[config.mk]
export PLATFORM = sky130hd
export DESIGN_NAME = mc_control_flat
export DESIGN_NICKNAME = d
export VERILOG_FILES = /design/src/rtl/mc_pkg.sv /design/src/rtl/mc_control_if.sv /design/src/rtl/mc_decode.sv /design/src/rtl/mc_control.sv /design/src/flat_wrapper.sv
export SDC_FILE = /design/constraint.sdc
export NUM_CORES = 1
export LEC_CHECK = 0
export ABC_AREA = 1
export BUFFER_PORTS_ARGS = -buffer_cell sky130_fd_sc_hd__buf_2
export CAP_MARGIN = 20
export CORE_UTILIZATION = 49
export CTS_BUF_LIST = sky130_fd_sc_hd__clkbuf_2 sky130_fd_sc_hd__clkbuf_4 sky130_fd_sc_hd__clkbuf_8
export DETAILED_ROUTE_END_ITERATION = 16
export GPL_TIMING_DRIVEN = 0
export PLACE_DENSITY = 0.83
export RECOVER_POWER = 25
export REMOVE_ABC_BUFFERS = 1
export SKIP_CTS_REPAIR_TIMING = 1
export SYNTH_ARGS = -nofsm -noshare
export SYNTH_HDL_FRONTEND = slang
export SYNTH_SLANG_ARGS = --single-unit
export TNS_END_PERCENT = 10
[constraint.sdc]
create_clock -name clk -period 1.9 [get_ports clk]
set_input_delay 0.475 -clock clk [delete_from_list [all_inputs] [get_ports clk]]
set_output_delay 0.475 -clock clk [all_outputs]
set_load 0.05 [all_outputs]
[src/rtl/mc_pkg.sv]
// Shared types and encodings for the multi-cycle control sequencer and its decoder.
package mc_pkg;

    typedef enum logic [2:0] {
        ST_IDLE   = 3'd0,
        ST_FETCH  = 3'd1,
        ST_DECODE = 3'd2,
        ST_EXEC   = 3'd3,
        ST_MEM    = 3'd4,
        ST_WB     = 3'd5,
        ST_TRAP   = 3'd6
    } state_e;

    typedef enum logic [2:0] {
        CLS_R, CLS_ADDI, CLS_LW, CLS_SW, CLS_BR, CLS_JAL
    } cls_e;

    localparam logic [5:0] ALU_ADD  = 6'b000001;
    localparam logic [5:0] ALU_SUB  = 6'b000010;
    localparam logic [5:0] ALU_SLL  = 6'b000011;
    localparam logic [5:0] ALU_JAL  = 6'b000100;
    localparam logic [5:0] ALU_ADDI = 6'b000101;
    localparam logic [5:0] ALU_AND  = 6'b000110;
    localparam logic [5:0] ALU_OR   = 6'b000111;
    localparam logic [5:0] ALU_XOR  = 6'b001000;
    localparam logic [5:0] ALU_BLT  = 6'b001001;
    localparam logic [5:0] ALU_BEQ  = 6'b001010;
    localparam logic [5:0] ALU_SRL  = 6'b001011;
    localparam logic [5:0] ALU_LW   = 6'b001100;
    localparam logic [5:0] ALU_SW   = 6'b001101;

    localparam logic [6:0] OP_REG    = 7'b0110011;
    localparam logic [6:0] OP_IMM    = 7'b0010011;
    localparam logic [6:0] OP_LOAD   = 7'b0000011;
    localparam logic [6:0] OP_STORE  = 7'b0100011;
    localparam logic [6:0] OP_BRANCH = 7'b1100011;
    localparam logic [6:0] OP_JAL    = 7'b1101111;

    localparam logic [2:0] F3_ADD = 3'b000;
    localparam logic [2:0] F3_SLL = 3'b001;
    localparam logic [2:0] F3_W   = 3'b010;
    localparam logic [2:0] F3_XOR = 3'b100;
    localparam logic [2:0] F3_SRL = 3'b101;
    localparam logic [2:0] F3_OR  = 3'b110;
    localparam logic [2:0] F3_AND = 3'b111;
    localparam logic [2:0] F3_BEQ = 3'b000;
    localparam logic [2:0] F3_BLT = 3'b100;

    localparam logic [6:0] F7_BASE = 7'b0000000;
    localparam logic [6:0] F7_ALT  = 7'b0100000;

    localparam logic       PC_PLUS4 = 1'b0;
    localparam logic       PC_IMM   = 1'b1;
    localparam logic       A_RS1    = 1'b0;
    localparam logic       A_PC     = 1'b1;
    localparam logic [1:0] B_RS2    = 2'b00;
    localparam logic [1:0] B_IMM    = 2'b01;
    localparam logic [1:0] B_FOUR   = 2'b10;
    localparam logic [1:0] IMM_I    = 2'b00;
    localparam logic [1:0] IMM_S    = 2'b01;
    localparam logic [1:0] IMM_B    = 2'b10;
    localparam logic [1:0] IMM_J    = 2'b11;
    localparam logic [1:0] WB_ALU   = 2'b00;
    localparam logic [1:0] WB_MEM   = 2'b01;
    localparam logic [1:0] WB_PC4   = 2'b10;

    function automatic logic [1:0] b_sel_of(cls_e c);
        case (c)
            CLS_ADDI, CLS_LW, CLS_SW: return B_IMM;
            CLS_JAL:                  return B_FOUR;
            default:                  return B_RS2;
        endcase
    endfunction

    function automatic logic [1:0] wb_sel_of(cls_e c);
        case (c)
            CLS_LW:  return WB_MEM;
            CLS_JAL: return WB_PC4;
            default: return WB_ALU;
        endcase
    endfunction

endpackage

[src/rtl/mc_control_if.sv]
// Control-path bundle between the sequencer (master) and the memory/ALU/regfile datapath (slave).
interface mc_control_if;
    logic [31:0] instr;
    logic        imem_ack;
    logic        dmem_ack;
    logic        alu_zero;
    logic        alu_lt;
    logic        imem_req;
    logic        dmem_req;
    logic        dmem_we;
    logic        ir_we;
    logic        pc_we;
    logic        pc_sel;
    logic [5:0]  alu_op;
    logic        alu_a_sel;
    logic [1:0]  alu_b_sel;
    logic [1:0]  imm_sel;
    logic        rf_we;
    logic [1:0]  wb_sel;
    logic        retire;
    logic        illegal;
    logic        timeout;
    logic [2:0]  state;

    modport master (
        input  instr, imem_ack, dmem_ack, alu_zero, alu_lt,
        output imem_req, dmem_req, dmem_we, ir_we, pc_we, pc_sel, alu_op, alu_a_sel,
               alu_b_sel, imm_sel, rf_we, wb_sel, retire, illegal, timeout, state
    );

    modport slave (
        output instr, imem_ack, dmem_ack, alu_zero, alu_lt,
        input  imem_req, dmem_req, dmem_we, ir_we, pc_we, pc_sel, alu_op, alu_a_sel,
               alu_b_sel, imm_sel, rf_we, wb_sel, retire, illegal, timeout, state
    );
endinterface

[src/rtl/mc_decode.sv]
// Instruction decoder: opcode/funct fields to ALU opcode, instruction class, immediate format.
// Latency: purely combinational, zero cycles.
// Backpressure: none; output is consumed whenever the sequencer sits in DECODE.
module mc_decode
    import mc_pkg::*;
(
    input  logic [6:0] opcode,
    input  logic [2:0] funct3,
    input  logic [6:0] funct7,
    output logic [5:0] alu_op,
    output cls_e       cls,
    output logic [1:0] imm_sel,
    output logic       illegal
);

    always_comb begin
        alu_op  = '0;
        cls     = CLS_R;
        imm_sel = IMM_I;
        illegal = 1'b0;
        case (opcode)
            OP_REG: begin
                case (funct3)
                    F3_ADD: begin
                        if (funct7 == F7_BASE)     alu_op = ALU_ADD;
                        else if (funct7 == F7_ALT) alu_op = ALU_SUB;
                        else                       illegal = 1'b1;
                    end
                    F3_SLL: alu_op = ALU_SLL;
                    F3_SRL: begin
                        if (funct7 == F7_BASE) alu_op = ALU_SRL;
                        else                   illegal = 1'b1;
                    end
                    F3_XOR:  alu_op = ALU_XOR;
                    F3_OR:   alu_op = ALU_OR;
                    F3_AND:  alu_op = ALU_AND;
                    default: illegal = 1'b1;
                endcase
            end
            OP_IMM: begin
                cls = CLS_ADDI;
                if (funct3 == F3_ADD) alu_op = ALU_ADDI;
                else                  illegal = 1'b1;
            end
            OP_LOAD: begin
                cls = CLS_LW;
                if (funct3 == F3_W) alu_op = ALU_LW;
                else                illegal = 1'b1;
            end
            OP_STORE: begin
                cls     = CLS_SW;
                imm_sel = IMM_S;
                if (funct3 == F3_W) alu_op = ALU_SW;
                else                illegal = 1'b1;
            end
            OP_BRANCH: begin
                cls     = CLS_BR;
                imm_sel = IMM_B;
                if (funct3 == F3_BEQ)      alu_op = ALU_BEQ;
                else if (funct3 == F3_BLT) alu_op = ALU_BLT;
                else                       illegal = 1'b1;
            end
            OP_JAL: begin
                cls     = CLS_JAL;
                imm_sel = IMM_J;
                alu_op  = ALU_JAL;
            end
            default: illegal = 1'b1;
        endcase
    end

endmodule

[src/rtl/mc_control.sv]
// Multi-cycle sequencer driving fetch, decode, ALU selects, memory strobes, writeback and PC update.
// Latency: branch 3, R-type/addi/jal/sw 4, lw 5 cycles with zero-wait acks; +1 per ack wait cycle.
// Backpressure: req held until ack; missing ack for MEM_TIMEOUT cycles traps with sticky timeout.
module mc_control
    import mc_pkg::*;
#(
    parameter int MEM_TIMEOUT = 15
) (
    input  logic         clk,
    input  logic         rst_n,
    mc_control_if.master bus
);

    localparam int             CW       = (MEM_TIMEOUT > 1) ? $clog2(MEM_TIMEOUT) : 1;
    localparam logic [CW-1:0]  CNT_LAST = CW'(MEM_TIMEOUT - 1);

    state_e        st;
    cls_e          cls_q;
    logic [5:0]    alu_op_q;
    logic [1:0]    imm_sel_q;
    logic          illegal_q;
    logic          timeout_q;
    logic [CW-1:0] cnt;

    logic [5:0]    dec_alu_op;
    cls_e          dec_cls;
    logic [1:0]    dec_imm_sel;
    logic          dec_illegal;
    logic [4:0]    rd;
    logic          unused_instr;

    assign rd           = bus.instr[11:7];
    assign unused_instr = ^bus.instr[24:15];

    mc_decode u_decode (
        .opcode  (bus.instr[6:0]),
        .funct3  (bus.instr[14:12]),
        .funct7  (bus.instr[31:25]),
        .alu_op  (dec_alu_op),
        .cls     (dec_cls),
        .imm_sel (dec_imm_sel),
        .illegal (dec_illegal)
    );

    // cnt holds the number of wait cycles already spent in the current FETCH/MEM visit
    always_ff @(posedge clk or negedge rst_n) begin
        if (!rst_n) begin
            st        <= ST_IDLE;
            cls_q     <= CLS_R;
            alu_op_q  <= '0;
            imm_sel_q <= '0;
            illegal_q <= 1'b0;
            timeout_q <= 1'b0;
            cnt       <= '0;
        end else begin
            case (st)
                ST_IDLE: begin
                    st  <= ST_FETCH;
                    cnt <= '0;
                end
                ST_FETCH: begin
                    if (bus.imem_ack) begin
                        st  <= ST_DECODE;
                        cnt <= '0;
                    end else if (cnt == CNT_LAST) begin
                        timeout_q <= 1'b1;
                        st        <= ST_TRAP;
                    end else begin
                        cnt <= cnt + 1'b1;
                    end
                end
                ST_DECODE: begin
                    alu_op_q  <= dec_alu_op;
                    imm_sel_q <= dec_imm_sel;
                    cls_q     <= dec_cls;
                    if (dec_illegal) begin
                        illegal_q <= 1'b1;
                        st        <= ST_TRAP;
                    end else begin
                        st <= ST_EXEC;
                    end
                end
                ST_EXEC: begin
                    cnt <= '0;
                    case (cls_q)
                        CLS_LW, CLS_SW: st <= ST_MEM;
                        CLS_BR:         st <= ST_FETCH;
                        default:        st <= ST_WB;
                    endcase
                end
                ST_MEM: begin
                    if (bus.dmem_ack) begin
                        st  <= (cls_q == CLS_SW) ? ST_FETCH : ST_WB;
                        cnt <= '0;
                    end else if (cnt == CNT_LAST) begin
                        timeout_q <= 1'b1;
                        st        <= ST_TRAP;
                    end else begin
                        cnt <= cnt + 1'b1;
                    end
                end
                ST_WB: begin
                    st  <= ST_FETCH;
                    cnt <= '0;
                end
                ST_TRAP: st <= ST_TRAP;
                default: st <= ST_TRAP;
            endcase
        end
    end

    always_comb begin
        bus.imem_req  = 1'b0;
        bus.dmem_req  = 1'b0;
        bus.dmem_we   = 1'b0;
        bus.ir_we     = 1'b0;
        bus.pc_we     = 1'b0;
        bus.pc_sel    = PC_PLUS4;
        bus.alu_a_sel = A_RS1;
        bus.alu_b_sel = B_RS2;
        bus.rf_we     = 1'b0;
        bus.wb_sel    = WB_ALU;
        bus.retire    = 1'b0;
        // Operand selects stay up through MEM/WB so the ALU result is stable until consumed
        if (st == ST_EXEC || st == ST_MEM || st == ST_WB) begin
            bus.alu_a_sel = (cls_q == CLS_JAL) ? A_PC : A_RS1;
            bus.alu_b_sel = b_sel_of(cls_q);
        end
        case (st)
            ST_FETCH: begin
                bus.imem_req = 1'b1;
                bus.ir_we    = bus.imem_ack;
            end
            ST_EXEC: begin
                if (cls_q == CLS_BR) begin
                    bus.pc_we  = 1'b1;
                    bus.retire = 1'b1;
                    bus.pc_sel = (alu_op_q == ALU_BEQ) ? bus.alu_zero : bus.alu_lt;
                end
            end
            ST_MEM: begin
                bus.dmem_req = 1'b1;
                bus.dmem_we  = (cls_q == CLS_SW);
                if (cls_q == CLS_SW && bus.dmem_ack) begin
                    bus.pc_we  = 1'b1;
                    bus.retire = 1'b1;
                end
            end
            ST_WB: begin
                bus.rf_we  = (rd != 5'd0);
                bus.pc_we  = 1'b1;
                bus.retire = 1'b1;
                bus.pc_sel = (cls_q == CLS_JAL) ? PC_IMM : PC_PLUS4;
                bus.wb_sel = wb_sel_of(cls_q);
            end
            default: ;
        endcase
    end

    assign bus.alu_op  = alu_op_q;
    assign bus.imm_sel = imm_sel_q;
    assign bus.illegal = illegal_q;
    assign bus.timeout = timeout_q;
    assign bus.state   = st;

endmodule

[src/flat_wrapper.sv]
// flat-port wrapper written by rule: the top's interface ports become plain ports
module mc_control_flat import mc_pkg::*;
#(
    parameter int MEM_TIMEOUT = 15
)
  (clk, rst_n, bus_instr, bus_imem_ack, bus_dmem_ack, bus_alu_zero, bus_alu_lt, bus_imem_req, bus_dmem_req, bus_dmem_we, bus_ir_we, bus_pc_we, bus_pc_sel, bus_alu_op, bus_alu_a_sel, bus_alu_b_sel, bus_imm_sel, bus_rf_we, bus_wb_sel, bus_retire, bus_illegal, bus_timeout, bus_state);
  mc_control_if bus_i ();
  input  logic clk;
  input  logic rst_n;
  input wire logic [$bits(bus_i.instr)-1:0] bus_instr;
  input wire logic [$bits(bus_i.imem_ack)-1:0] bus_imem_ack;
  input wire logic [$bits(bus_i.dmem_ack)-1:0] bus_dmem_ack;
  input wire logic [$bits(bus_i.alu_zero)-1:0] bus_alu_zero;
  input wire logic [$bits(bus_i.alu_lt)-1:0] bus_alu_lt;
  output wire logic [$bits(bus_i.imem_req)-1:0] bus_imem_req;
  output wire logic [$bits(bus_i.dmem_req)-1:0] bus_dmem_req;
  output wire logic [$bits(bus_i.dmem_we)-1:0] bus_dmem_we;
  output wire logic [$bits(bus_i.ir_we)-1:0] bus_ir_we;
  output wire logic [$bits(bus_i.pc_we)-1:0] bus_pc_we;
  output wire logic [$bits(bus_i.pc_sel)-1:0] bus_pc_sel;
  output wire logic [$bits(bus_i.alu_op)-1:0] bus_alu_op;
  output wire logic [$bits(bus_i.alu_a_sel)-1:0] bus_alu_a_sel;
  output wire logic [$bits(bus_i.alu_b_sel)-1:0] bus_alu_b_sel;
  output wire logic [$bits(bus_i.imm_sel)-1:0] bus_imm_sel;
  output wire logic [$bits(bus_i.rf_we)-1:0] bus_rf_we;
  output wire logic [$bits(bus_i.wb_sel)-1:0] bus_wb_sel;
  output wire logic [$bits(bus_i.retire)-1:0] bus_retire;
  output wire logic [$bits(bus_i.illegal)-1:0] bus_illegal;
  output wire logic [$bits(bus_i.timeout)-1:0] bus_timeout;
  output wire logic [$bits(bus_i.state)-1:0] bus_state;
  assign bus_i.instr = bus_instr;
  assign bus_i.imem_ack = bus_imem_ack;
  assign bus_i.dmem_ack = bus_dmem_ack;
  assign bus_i.alu_zero = bus_alu_zero;
  assign bus_i.alu_lt = bus_alu_lt;
  assign bus_imem_req = bus_i.imem_req;
  assign bus_dmem_req = bus_i.dmem_req;
  assign bus_dmem_we = bus_i.dmem_we;
  assign bus_ir_we = bus_i.ir_we;
  assign bus_pc_we = bus_i.pc_we;
  assign bus_pc_sel = bus_i.pc_sel;
  assign bus_alu_op = bus_i.alu_op;
  assign bus_alu_a_sel = bus_i.alu_a_sel;
  assign bus_alu_b_sel = bus_i.alu_b_sel;
  assign bus_imm_sel = bus_i.imm_sel;
  assign bus_rf_we = bus_i.rf_we;
  assign bus_wb_sel = bus_i.wb_sel;
  assign bus_retire = bus_i.retire;
  assign bus_illegal = bus_i.illegal;
  assign bus_timeout = bus_i.timeout;
  assign bus_state = bus_i.state;
  mc_control #(.MEM_TIMEOUT(MEM_TIMEOUT)) u_core (.clk(clk), .rst_n(rst_n), .bus(bus_i));
endmodule
* Word-level counts from Yosys, hierarchy flattened
Cells that the tools add are included.
** Word-level totals
- Bits in registers :: 20
- Input bits :: 38
- Word-level logic and storage cells :: 105
** Cells by class
- Add/subtract/negate cells :: 1
- Equal/unequal tests :: 27
- Mux-type cells :: 53
- Reduce and logical (&&, ||, !) cells :: 17
** Operators with widths (number)
- case mux 4 bit (6 select lines) :: 2
- 2-to-1 mux 4 bit :: 8
- case mux 3 bit (5 select lines) :: 2
- equality test 3 bit, second input constant :: 8
- equality test 7 x 6 -> 1 bit, second input constant :: 3
- 2-to-1 mux 1 bit :: 21
- 2-to-1 mux 3 bit :: 6
- equality test 3 x 2 -> 1 bit, second input constant :: 5
- equality test 7 bit, second input constant :: 2
- case mux 4 bit (3 select lines) :: 1
- equality test 3 x 1 -> 1 bit, second input constant :: 3
- 2-to-1 mux 2 bit :: 4
- case mux 2 bit (2 select lines) :: 2
- equality test 7 x 2 -> 1 bit, second input constant :: 1
- equality test 7 x 5 -> 1 bit, second input constant :: 1
- logical NOT 7 bit :: 1
- equality test 6 x 4 -> 1 bit, second input constant :: 1
- logical NOT 3 bit :: 2
- case mux 1 bit (3 select lines) :: 2
- case mux 2 bit (3 select lines) :: 1
- case mux 3 bit (2 select lines) :: 1
- OR reduction 2 bit :: 3
- OR reduction 3 bit :: 2
- case mux 1 bit (5 select lines) :: 1
- 12 further kinds :: 15

* Depth between registers and ports, before layout
- Word-level depth :: 7
- Gate-level depth with buffers :: 11
- Depth with buffers taken out :: 11

* Modules after synthesis
A second synthesis with hierarchy kept.
** Second synthesis, totals
- Cells, all modules :: 244
- Area total of the unflattened synthesis :: 1650.3 µm²
** Modules (own cells, without submodules)
- mc_control :: instances 1, cells each 147, area an instance 1202.4 µm², seq. area each 500.5 µm²
- mc_decode :: instances 1, cells each 97, area an instance 447.9 µm², seq. area each 0.0 µm²

* Least setup slack after synthesis
OpenSTA, ideal clock, no wires.
- Path type :: register to output
- Start :: register u_core.st[0] (netlist: u_core.bus.state[0])
- End :: output bus_retire
- Arrival time :: 2.926 ns
- Required time :: 1.425 ns
- Slack :: -1.501 ns
- Stages on the path, launching flop included :: 7
- Path buffers :: 1
- Path through :: dfrtp_1 nor2_1 inv_1 nor2_4 inv_1 o21ai_0 buf_4
** On the way
- Longest elaborated chain between the ends :: 2
- Elaborated cells between the ends (all ways) :: 4
- Those cells by class :: eq/ne (3); mux (1)
** Ends and longest elaborated chain
- start, declared :: RTL line mc_control.sv:17 : state_e st;
- start signal, assigned :: RTL line mc_control.sv:93 : st <= (cls_q == CLS_SW) ? ST_FETCH : ST_WB;
- equality test 3 bit / equality test 3 x 2 -> 1 bit (equally long branches)
- case mux 1 bit (3 select lines) *
- end, declared :: RTL line flat_wrapper.sv:27 : output wire logic [$bits(bus_i.retire)-1:0] bus_retire;
Mark *: on every way between the ends. The rest lies on a longest branch, timed or not.

* Worst setup path after layout
- Start :: register u_core.st[1] (netlist: u_core.bus.state[1])
- End :: output bus_wb_sel[1]
** On the way
- Longest elaborated chain between the ends :: 2
** Ends and longest elaborated chain
- equality test 3 bit :: RTL line mc_control.sv:129 : case (st)
- 2-to-1 mux 2 bit :: RTL line mc_control.sv:129
- end, declared :: RTL line flat_wrapper.sv:26 : output wire logic [$bits(bus_i.wb_sel)-1:0] bus_wb_sel;
Every way passes these cells.

==> results.md <==
- Status: finished, violations left
- Violated checks: setup timing
- GR Overflow Total: 0
- Die width: 56.1 um
- Starting Density: 52.1%
- Crit share post-route: 107%
- Port Buf Inserts: 51
- Pwr dens: 339 nW/um^2
- Post-synth top area cell: dfrtp_1
- Largest net degree at the start of global routing: 18
- First-pass GRT wire length: 5550 um
- Placed Area: 1700 um^2
- Async set or reset register ratio after synthesis: 100%
- Vias: 1674
- Clock Tree Buf Depth: 2
- Headroom to the max-slew limit: 40.4%
- Multi-input logic area: 918 um^2
- Main synth FF type: dfrtp_1
- Clk root buf: clkbuf_4
- RSZ-0062 raised after global routing: true
- Proportion of layout cells with a drive suffix above 1: 32.9%
- Reg clk slew, reported paths: 100 ps
- Post-layout util: 71.2%
- # IOs: 64
- Max Fclk: 0.490 GHz
- Final worst slack: -139 ps
- Ys Warns: 0
- CTS tree: done
- Final Hold Viols: 0
- Critical Path AT: 1560 ps
- HPWL Detailed: 2520 um
- CP required: 1420 ps
- #FFs+latches synth: 17
- Startpoint Class: flip-flop
- Ant diodes: 0
- Most frequent cells in the layout: nand2_1 (72), buf_2 (38), inv_1 (32)
- DR iter-0 viols: 83
- CP Capture Type: output pin
- Non-filler cells, final: 326
- Vias in the first global route: 1394
- Max FO, Critical Path: 5
- Worst skew pair latency: 290 ps
- Register area share after synthesis: 29.6%
- Minimum clock period: 2040 ps
- Post-Route WL: 3820 um
- DR WL/cell: 11.7 um
- WS Path Type: reg -> out
- Placer congestion estimate: 0.873
- Vias per std cell: 5.13
- Reg area: 429 um^2
- Tot GR Track Use: 21.2%
- Mapped Area: 1440 um^2
- DRC viols: 0
- Number of nets in the layout: 336
- Final-layout fill cell count: 233
- Synth top area share: 29.6%
- Setup Viol. Count Final: 10
- Placed cells: 315
- Initial antenna violation count: 0
- Post-synthesis cell type count: 27
- Row count: 19
- Max cap viols: 0
- Clock tree sinks: 17
- Hold WC Path Type: in -> async
- Die area: 3150 um^2
- Hold WS: 276 ps
- CTS Buf Count: 3
- Final Cell Area: 1960 um^2
- Met3 Use GR: 1.16%
- Met2 GRT Util: 35.4%
- Post-Syn Instances: 236
- Post-Syn Area per Cell: 6.09 um^2
- Commonest non-fill, non-tap cell in the layout: nand2_1
- Core Box Area: 2760 um^2
- Die height: 56.1 um
- Antenna Nets Post-Route: 0
- # H-tree levels: 1
- Area growth syn-to-layout: 36.7%
- Clk_skew: 4.65 ps
- Busiest grt layer: met2
- Number of synthesized flops with an enable pin: 0
- First drt pass iteration count: 4
- Worst Tran Pin Value: 894 ps
- Pins Over Slew Limit: 0
- Met1 usage: 29.7%
- Maximum vdd ir drop: 0.238 mV
- Pleak: 1.08 nW
- Top cells by area, synth: dfrtp_1 (30%), nand2_1 (20%), inv_1 (10%), nand3_1 (8.4%), nor2_1 (6.5%)
registers in the layout, summed over array words and instances (netlist names):
| name | flops |
|---|---|
| u_core.bus.state | 3 |
| u_core.bus.timeout | 1 |
| u_core.bus.alu_op | 4 |
| u_core.bus.imm_sel | 1 |
| u_core.bus.illegal | 1 |
| u_core.cls_q | 3 |
| u_core.cnt | 4 |
kinds of logic after synthesis:
kind of cell,Yosys count,share of synthesized area (%)
flip-flops,17,29.6
AND/OR/NAND/NOR,140,43.1
AO/OA/AOI/OAI,29,11.6
adder cells (fa/ha/maj),2,1.74
XOR/XNOR,1,0.610
other,1,0.261
buffers and inverters,46,13.1
routing by layer:
layer | wire length, um | vias to the layer above
li1 | - | 858
met3 | 179 | 8
met2 | 1910 | 62
met5 | 0 | -
met4 | 72 | 0
met1 | 1660 | 746
Yosys cell counts (all sizes together), types with 2 or more instances:
master and number:
a21oi 6, a31oi 3, buf 4, dfrtp 17, ha 2, inv 42, nand2 75, nand3 24
nor2 30, nor3 7, o211ai 2, o21ai 15
power breakdown:
| part | switching [mW] | internal [mW] | total [mW] |
|---|---|---|---|
| clock network | 0.110 | 0.0959 | 0.206 |
| logic | 0.0620 | 0.0348 | 0.0968 |
| registers | 0 | 0.361 | 0.361 |
worst paths after layout:
kind,startpoint,end,slack [ps],depth (start not counted)
worst max register to register,u_core.bus.state[2],u_core.cls_q[0],330,5
worst min-delay path,rst_n,u_core.bus.timeout,280,1
min in group clk,u_core.bus.illegal,u_core.bus.illegal,470,2
max in group asynchronous,rst_n,u_core.bus.state[2],1020,1
worst max-delay path,u_core.bus.state[1],bus_wb_sel[1],-140,6
worst min register to register,u_core.bus.illegal,u_core.bus.illegal,470,2
per-stage QoR:
step | setup WS (ps) | total power, mW | TNS [ps]
after floorplan | -2090 | 0.419 | -10000
after global placement | -48.2 | 0.464 | -160
after detailed placement | -72.6 | 0.465 | -238
after CTS | -394 | 0.671 | -3250
after global routing | -247 | 0.701 | -2240
final | -139 | 0.665 | -1100
worst max-delay path: stages, from the launching register on:
cell     delay [ps]
dfrtp_2         470
inv_2           110
nand2_4          70
nor2_4          180
inv_4            80
nor2_1          180
buf_6           190
layout make-up:
cell class                 count  area share, %
clock buffer                   4           1.53
inverter                      42           8.41
timing repair buffer          58           19.4
sequential                    17           21.9
multi-input combinational    174           46.8
tap                           31           1.98
(Power assumes the default switching activity.)
